==> src/rtl/sipo_pkg.sv <==
// Shared types and constants for the sipo_deser serial-to-parallel receiver.
// Optional feature: define SIPO_PARITY_EN to expect one even-parity bit after each word.
package sipo_pkg;

   typedef enum logic [1:0] {IDLE, SHIFT, PAR} state_e;

   // Bit-counter width; one spare code so the parity slot (count == width) fits.
   function automatic int unsigned cnt_w(input int unsigned width);
      return $clog2(width + 1);
   endfunction

`ifdef SIPO_PARITY_EN
   localparam bit PAR_EN = 1'b1;
`else
   localparam bit PAR_EN = 1'b0;
`endif

endpackage

==> src/rtl/sipo_deser_if.sv <==
// Serial input, parallel valid/ready output and status bundle for sipo_deser.
interface sipo_deser_if #(
   parameter int unsigned WIDTH = 4
);
   import sipo_pkg::*;

   localparam int unsigned CNT_W = cnt_w(WIDTH);

   logic             si;
   logic             si_valid;
   logic             sync;
   logic [WIDTH-1:0] po;
   logic             po_valid;
   logic             po_ready;
   logic [CNT_W-1:0] bit_cnt;
   logic             overrun;
   logic             ovr_clr;
   logic             parity_err;

   // Link/consumer side: drives serial bits and the output handshake.
   modport master (
      output si, si_valid, sync, po_ready, ovr_clr,
      input  po, po_valid, bit_cnt, overrun, parity_err
   );

   // Deserializer side.
   modport slave (
      input  si, si_valid, sync, po_ready, ovr_clr,
      output po, po_valid, bit_cnt, overrun, parity_err
   );

endinterface

==> src/rtl/sipo_out_buf.sv <==
// One-entry valid/ready holding register for completed words, with sticky overrun.
// With SIPO_PARITY_EN the parity flag travels with the word; otherwise parity_err is 0.
module sipo_out_buf #(
   parameter int unsigned WIDTH = 4
) (
   input  logic             clk,
   input  logic             reset,
   input  logic             load,
   input  logic [WIDTH-1:0] data,
   input  logic             perr,
   input  logic             po_ready,
   input  logic             ovr_clr,
   output logic [WIDTH-1:0] po,
   output logic             po_valid,
   output logic             parity_err,
   output logic             overrun
);

   logic [WIDTH-1:0] po_q, po_d;
   logic             valid_q, valid_d;
   logic             ovr_q, ovr_d;
   logic             drop;
   logic             take;

   // A held word that is not being accepted this edge wins over the new one.
   assign drop = load && valid_q && !po_ready;
   assign take = load && !drop;

   // Buffer next state: load beats accept, so back-to-back words leave no bubble.
   always_comb begin
      po_d    = po_q;
      valid_d = valid_q;
      ovr_d   = drop || (ovr_q && !ovr_clr);
      if (take) begin
         po_d    = data;
         valid_d = 1'b1;
      end else if (valid_q && po_ready) begin
         valid_d = 1'b0;
      end
   end

   // Buffer and overrun registers.
   always_ff @(posedge clk or posedge reset) begin
      if (reset) begin
         po_q    <= '0;
         valid_q <= 1'b0;
         ovr_q   <= 1'b0;
      end else begin
         po_q    <= po_d;
         valid_q <= valid_d;
         ovr_q   <= ovr_d;
      end
   end

`ifdef SIPO_PARITY_EN
   logic perr_q;

   // Parity flag is captured with the word it describes.
   always_ff @(posedge clk or posedge reset) begin
      if (reset) begin
         perr_q <= 1'b0;
      end else if (take) begin
         perr_q <= perr;
      end
   end

   assign parity_err = perr_q;
`else
   logic unused_perr;
   assign unused_perr = perr;
   assign parity_err  = 1'b0;
`endif

   assign po       = po_q;
   assign po_valid = valid_q;
   assign overrun  = ovr_q;

endmodule

==> src/rtl/sipo_deser.sv <==
// Serial-in/parallel-out deserializer: assembles WIDTH qualified bits into a word and
// hands it to a one-entry output buffer. Define SIPO_PARITY_EN for a trailing parity bit.
module sipo_deser
   import sipo_pkg::*;
#(
   parameter int unsigned WIDTH     = 4,
   parameter bit          LSB_FIRST = 1'b1
) (
   input logic         clk,
   input logic         reset,
   sipo_deser_if.slave bus
);

   localparam int unsigned CNT_W = cnt_w(WIDTH);

   state_e           state_q, state_d;
   logic [WIDTH-1:0] sreg_q, sreg_d, sreg_shift;
   logic [CNT_W-1:0] cnt_q, cnt_d;
   logic             load;
   logic [WIDTH-1:0] load_data;
   logic             load_perr;

   // Shift-register value if the current serial bit is taken.
   always_comb begin
      if (LSB_FIRST) begin
         sreg_shift = {bus.si, sreg_q[WIDTH-1:1]};
      end else begin
         sreg_shift = {sreg_q[WIDTH-2:0], bus.si};
      end
   end

   // Word-assembly FSM; sync realigns and takes priority over completion.
   always_comb begin
      state_d   = state_q;
      cnt_d     = cnt_q;
      sreg_d    = sreg_q;
      load      = 1'b0;
      load_data = sreg_shift;
      load_perr = 1'b0;
      if (bus.sync) begin
         if (bus.si_valid) begin
            state_d = SHIFT;
            cnt_d   = CNT_W'(1);
            sreg_d  = sreg_shift;
         end else begin
            state_d = IDLE;
            cnt_d   = '0;
         end
      end else if (bus.si_valid) begin
         unique case (state_q)
            IDLE, SHIFT: begin
               sreg_d = sreg_shift;
               if (cnt_q == CNT_W'(WIDTH - 1)) begin
                  // Last data bit: either the word is done or the parity slot follows.
                  state_d = PAR_EN ? PAR : IDLE;
                  cnt_d   = PAR_EN ? CNT_W'(WIDTH) : '0;
                  load    = !PAR_EN;
               end else begin
                  state_d = SHIFT;
                  cnt_d   = cnt_q + CNT_W'(1);
               end
            end
            PAR: begin
               load      = 1'b1;
               load_data = sreg_q;
               load_perr = ^{sreg_q, bus.si};
               state_d   = IDLE;
               cnt_d     = '0;
            end
            default: begin
               state_d = IDLE;
               cnt_d   = '0;
            end
         endcase
      end
   end

   // FSM, bit counter and shift register.
   always_ff @(posedge clk or posedge reset) begin
      if (reset) begin
         state_q <= IDLE;
         cnt_q   <= '0;
         sreg_q  <= '0;
      end else begin
         state_q <= state_d;
         cnt_q   <= cnt_d;
         sreg_q  <= sreg_d;
      end
   end

   assign bus.bit_cnt = cnt_q;

   sipo_out_buf #(
      .WIDTH (WIDTH)
   ) u_out_buf (
      .clk        (clk),
      .reset      (reset),
      .load       (load),
      .data       (load_data),
      .perr       (load_perr),
      .po_ready   (bus.po_ready),
      .ovr_clr    (bus.ovr_clr),
      .po         (bus.po),
      .po_valid   (bus.po_valid),
      .parity_err (bus.parity_err),
      .overrun    (bus.overrun)
   );

endmodule
==> src/flat_wrapper.sv <==
// flat-port wrapper written by rule: the top's interface ports become plain ports
module sipo_deser_flat import sipo_pkg::*;
#(
   parameter int unsigned WIDTH     = 4,
   parameter bit          LSB_FIRST = 1'b1
)
  (clk, reset, bus_si, bus_si_valid, bus_sync, bus_po_ready, bus_ovr_clr, bus_po, bus_po_valid, bus_bit_cnt, bus_overrun, bus_parity_err);
  sipo_deser_if #(.WIDTH(WIDTH)) bus_i ();
  input logic clk;
  input logic reset;
  input wire logic [$bits(bus_i.si)-1:0] bus_si;
  input wire logic [$bits(bus_i.si_valid)-1:0] bus_si_valid;
  input wire logic [$bits(bus_i.sync)-1:0] bus_sync;
  input wire logic [$bits(bus_i.po_ready)-1:0] bus_po_ready;
  input wire logic [$bits(bus_i.ovr_clr)-1:0] bus_ovr_clr;
  output wire logic [$bits(bus_i.po)-1:0] bus_po;
  output wire logic [$bits(bus_i.po_valid)-1:0] bus_po_valid;
  output wire logic [$bits(bus_i.bit_cnt)-1:0] bus_bit_cnt;
  output wire logic [$bits(bus_i.overrun)-1:0] bus_overrun;
  output wire logic [$bits(bus_i.parity_err)-1:0] bus_parity_err;
  assign bus_i.si = bus_si;
  assign bus_i.si_valid = bus_si_valid;
  assign bus_i.sync = bus_sync;
  assign bus_i.po_ready = bus_po_ready;
  assign bus_i.ovr_clr = bus_ovr_clr;
  assign bus_po = bus_i.po;
  assign bus_po_valid = bus_i.po_valid;
  assign bus_bit_cnt = bus_i.bit_cnt;
  assign bus_overrun = bus_i.overrun;
  assign bus_parity_err = bus_i.parity_err;
  sipo_deser #(.WIDTH(WIDTH), .LSB_FIRST(LSB_FIRST)) u_core (.clk(clk), .reset(reset), .bus(bus_i));
endmodule
==> config.mk <==
export PLATFORM = sky130hd
export DESIGN_NAME = sipo_deser_flat
export DESIGN_NICKNAME = d
export VERILOG_FILES = /design/src/rtl/sipo_pkg.sv /design/src/rtl/sipo_deser_if.sv /design/src/rtl/sipo_out_buf.sv /design/src/rtl/sipo_deser.sv /design/src/flat_wrapper.sv
export SDC_FILE = /design/constraint.sdc
export NUM_CORES = 1
export LEC_CHECK = 0
export CAP_MARGIN = 25
export CELL_PAD_IN_SITES_DETAIL_PLACEMENT = 0
export CELL_PAD_IN_SITES_GLOBAL_PLACEMENT = 1
export CORE_MARGIN = 2
export CORE_UTILIZATION = 36
export DETAILED_ROUTE_END_ITERATION = 10
export PLACE_DENSITY = 0.78
export SKIP_CTS_REPAIR_TIMING = 1
export SLEW_MARGIN = 0
export SYNTH_ARGS = -nofsm -noshare
export SYNTH_HDL_FRONTEND = slang
export SYNTH_SLANG_ARGS = --single-unit
==> constraint.sdc <==
create_clock -name clk -period 3.9 [get_ports clk]
set_clock_uncertainty 0.1 [all_clocks]
set_input_delay 0.78 -clock clk [delete_from_list [all_inputs] [get_ports clk]]
set_output_delay 0.78 -clock clk [all_outputs]
set_load 0.005 [all_outputs]
======== Word-level counts from Yosys, hierarchy flattened ========
Cells that the tools add are included.
W data, S select, Z words.
cells by class
  add/sub/neg operators ................... 1
  equal/unequal tests ..................... 3
  muxes and demuxes ....................... 23
  reduce and logical (&&, ||, !) cells .... 15
operators with widths
  operator               number
  $mux W4                7
  $mux W3                4
  $mux W1                9
  $reduce_bool A2 Y1     3
  $logic_and A1 B1 Y1    5
  $mux W2                2
  $add A3 B1 Y3 const B  1
  $eq A3 B2 Y1 const B   1
  $logic_not A1 Y1       3
  $eq A2 B1 Y1 const B   1
  $eq A2 B2 Y1 const B   1
  $logic_not A2 Y1       1
  $pmux W1 S2            1
  $reduce_and A2 Y1      1
  $reduce_or A2 Y1       1
  $logic_or A1 B1 Y1     1
word-level totals
  register bits ........................... 15
  input bits .............................. 7
  output and inout bits ................... 10

======== Logic depth before layout (Yosys ltp) ========
  depth in word-level cells ............... 10
  depth in mapped cells ................... 4

======== Modules after synthesis ========
Synthesis repeated with hierarchy kept, for this count alone.
unflattened totals
  cell total of the unflattened synthesis .. 42
  area total of the unflattened synthesis .. 554.3 um^2
modules (own cells, without submodules)
  module        instances  cells each  area each (um^2)  seq. area each (um^2)
  sipo_deser    1          23          286.5             150.1
  sipo_out_buf  1          19          267.8             150.1

======== Worst setup path after synthesis ========
Ideal clock, no wire load.
  path type ............................... input-to-reg
  start point ............................. input bus_si_valid
  end point ............................... register u_core.u_out_buf.po_q[0] (netlist: u_core.u_out_buf.po[0])
  arrival ................................. 1.758 ns
  required time ........................... 3.675 ns
  slack ................................... 1.917 ns
  stages on the path ...................... 4
  buffers on the path ..................... 1
  path through ............................ buf_6 -> nand2_4 -> or4b_4 -> mux2_4
on the way
  word-level cells in the longest chain between the ends .. 6
ends and longest elaborated chain
  element                            RTL line            source
  start: declaration                 flat_wrapper.sv:12  input wire logic [$bits(bus_i.si_valid)-1:0] bus_si_valid;
  $mux W1                            sipo_deser.sv:49    end else if (bus.si_valid) begin
  $mux W1                            sipo_deser.sv:40    if (bus.sync) begin
  $logic_and A1 B1 Y1 (2 in series)  sipo_out_buf.sv:26  assign drop = load && valid_q && !po_ready;
  $logic_not A1 Y1                   sipo_out_buf.sv:27  assign take = load && !drop;
  $logic_and A1 B1 Y1                sipo_out_buf.sv:27
  end signal: assignment             sipo_out_buf.sv:49  po_q <= po_d;
  end: declaration                   sipo_out_buf.sv:19  logic [WIDTH-1:0] po_q, po_d;
Several ways; a longest one is shown, not always the timed one.
A chain may end at the register's enable or synchronous reset.

======== Final worst setup path ========
  start point ............................. input bus_si_valid
  end point ............................... register u_core.u_out_buf.po_q[2] (netlist: u_core.u_out_buf.po[2])
Same word-level chain as after synthesis.

==> flow_summary_export.csv <==
group,metric,value,unit
clocking,cts.sinks,12,
cells_and_area,final_cell_mix,"clkdlybuf4s50_1, dfrtp_1, mux2_4",
worst_hold_path,hold_path_class,"register to register",
placement,place_inst,68,
drt,drt-total-wl,867,µm
clocking,numCtsBuffers,3,
global_route,grt_pass1_wl,1.407,mm
global_route,grt_pass1_vias,311,
logic_synthesis,synth-seq-cells,12,
floorplan,die_w,42.80,µm
cells_and_area,area_delta_synth_final,34.41,%
logic_synthesis,yosysWarnings,0,
global_route,grt_use_total,10.91,%
logic_synthesis,ys_seq_area_share,55.43,%
drt,drc_errors,0,
clocking,clk_path_buf_depth,2,
logic_synthesis,yosys.area.top_type_share,55.43,%
clocking,tritoncts,"done",
logic_synthesis,synthTopCellsByArea,"dfrtp_1, mux2_4, mux2_2, or4b_4, ha_1",
setup_path,r2r_slack,2160,ps
sta,maxSlewViolCount,0,
logic_synthesis,synth_compound_area_share,5.081,%
drt,wire_per_inst,12.04,µm
cells_and_area,diodes,0,
logic_synthesis,synth_cells,40,
clocking,cts-root-buf,"clkbuf_4",
logic_synthesis,synth_mux_area_share,17.32,%
logic_synthesis,synth_edf_count,0,
placement,gp_congestion,0.6005,
setup_path,critPathTopFamily,"buffers and inverters",
drt,vias,337,
sta,fin_tns_setup,0,ps
logic_synthesis,synthAdderAreaFrac,2.309,%
setup_path,slowest_stage,"clkdlybuf4s50_1",
cells_and_area,final_cells,72,
clocking,clock_latency,270,ps
logic_synthesis,synthArstFlopShare,100.0,%
floorplan,start_util,40.13,%
global_route,antenna_found_initial,0,
setup_path,slowest_delay,680,ps
setup_path,critPathKind,"primary input to register",
setup_path,cp_num_buf_inv,1,
sta,finalSetupViolations,0,
setup_path,worstPathArrival,2400,ps
global_route,grt_overflow,0,
logic_synthesis,synth-main-ff-cell,"dfrtp_1",
logic_synthesis,synth.cell_area,541.8,µm²
logic_synthesis,synth_nets,48,
job,cap_violations,0,
cells_and_area,fin_nets,66,
logic_synthesis,avgSynthCellArea,13.54,µm²
pwr,irDropWorstVdd,298.3,µV
clocking,cts_max_level,1,
placement,port_buffers,15,
floorplan,fp.dieArea,0.001831,mm²
floorplan,die_y,42.80,µm
placement,dp_hpwl,649.1,µm
drt,ant_nets,0,
floorplan,io_pins,17,
setup_path,critPathCaptureType,"register",
outcome,status,"complete, no violations",
sta,period_share,59.98,%
logic_synthesis,synth_simple_gate_area_share,13.63,%
sta,rsz0062_at_grt,"false",
clocking,clk_pin_slew,70,ps
sta,hold_viol,0,
logic_synthesis,yosysTopAreaCell,"dfrtp_1",
cells_and_area,final_layout_size_suffix_gt1_share,22.81,%
drt,drtPass1Iterations,2,
global_route,grt_max_degree,13,
floorplan,rows,13,
pwr,power.density,461.3,mW/mm²
cells_and_area,final_common_cell,"clkdlybuf4s50_1",
drt,via_per_inst,4.681,
setup_path,path_cells,"clkdlybuf4s50_1, nand2_4, or4b_4, mux2_4",
pwr,p_leak,0.0003539,µW
logic_synthesis,ys_types,19,
drt,dr.first_iter.drc_count,8,
setup_path,worst_ep_required_time,3960,ps
logic_synthesis,synth_top_family_by_area,"multiplexers",
setup_path,crit_path_max_fanout,8,
setup_path,critPathLaunchType,"primary input",
logic_synthesis,synth-xor-area-share,0,%
floorplan,core,0.001350,mm²
sta,finalCriticalPeriod,2339,ps
sta,clock.fmax,0.4275,GHz
-- path summary, 6_finish.rpt --
kind                       cells after the start                               endpoint                               from
max in group asynchronous                      2           u_core.sreg_q[3]$_DFFE_PP0P_                              reset
setup reg to reg                               4     u_core.u_out_buf.po[2]$_DFFE_PP0P_  u_core.bus.bit_cnt[0]$_DFFE_PP0P_
min in group asynchronous                      2  u_core.u_out_buf.po_valid$_DFFE_PP0P_                              reset
hold / removal                                 1     u_core.u_out_buf.po[0]$_DFFE_PP0P_       u_core.sreg_q[1]$_DFFE_PP0P_
setup / recovery                               4     u_core.u_out_buf.po[2]$_DFFE_PP0P_                       bus_si_valid
hold reg to reg                                1     u_core.u_out_buf.po[0]$_DFFE_PP0P_       u_core.sreg_q[1]$_DFFE_PP0P_
-- report_power, final --
group | internal, µW | switching (µW)
clock network | 56.7 | 39.2
registers | 146 | 12.8
logic | 60.2 | 21.1
total | 263 | 73.1
-- cell type report --
type	instances	area [µm²]
Inverter	3	11.26
Multi-Input combinational cell	23	211.5
Timing Repair Buffer	15	150.1
Tap cell	15	18.77
Clock buffer	4	36.28
Fill cell	127	621.8
Sequential cell	12	300.3
-- metal layers --
layer	part of all wire, %	track usage, %
met1	48	14.25
met2	42	15.45
met3	9.9	8.085
met4	0	0
met5	0	0
-- per-stage QoR --
step	hold slack, ps	cell area (µm²)	setup slack (ps)	total power, µW	utilization (%)
after floorplan	377.9	541.8	1917	199.4	-
after global placement	395.7	691.9	1303	242.0	51.25
after detailed placement	399.7	691.9	1273	244.0	51.25
after CTS	418.9	728.2	1557	341.4	53.94
after global routing	436.7	728.2	1545	356.7	53.94
final	410.5	728.2	1561	335.9	53.94
-- flip-flops by register name, summed over array words and instances, names as in the netlist --
register and cells:
u_core.u_out_buf.po 4, u_core.u_out_buf.po_valid 1, u_core.bus.bit_cnt 3, u_core.u_out_buf.overrun 1, u_core.sreg_q 3
-- cells by family after synthesis --
family | count (synthesis)
flip-flops | 12
other | 1
buffers and inverters | 5
AND/OR/NAND/NOR | 10
multiplexers | 7
AO/OA/AOI/OAI | 4
adder cells (fa/ha/maj) | 1
-- cells in the mapped netlist, types with 2 or more instances --
cell / number
dfrtp_1: 12
mux2_4: 4
inv_1: 3
mux2_2: 3
nand2_1: 2
nor2b_1: 2
o22ai_1: 2
Power figures use the tool's default switching activity.
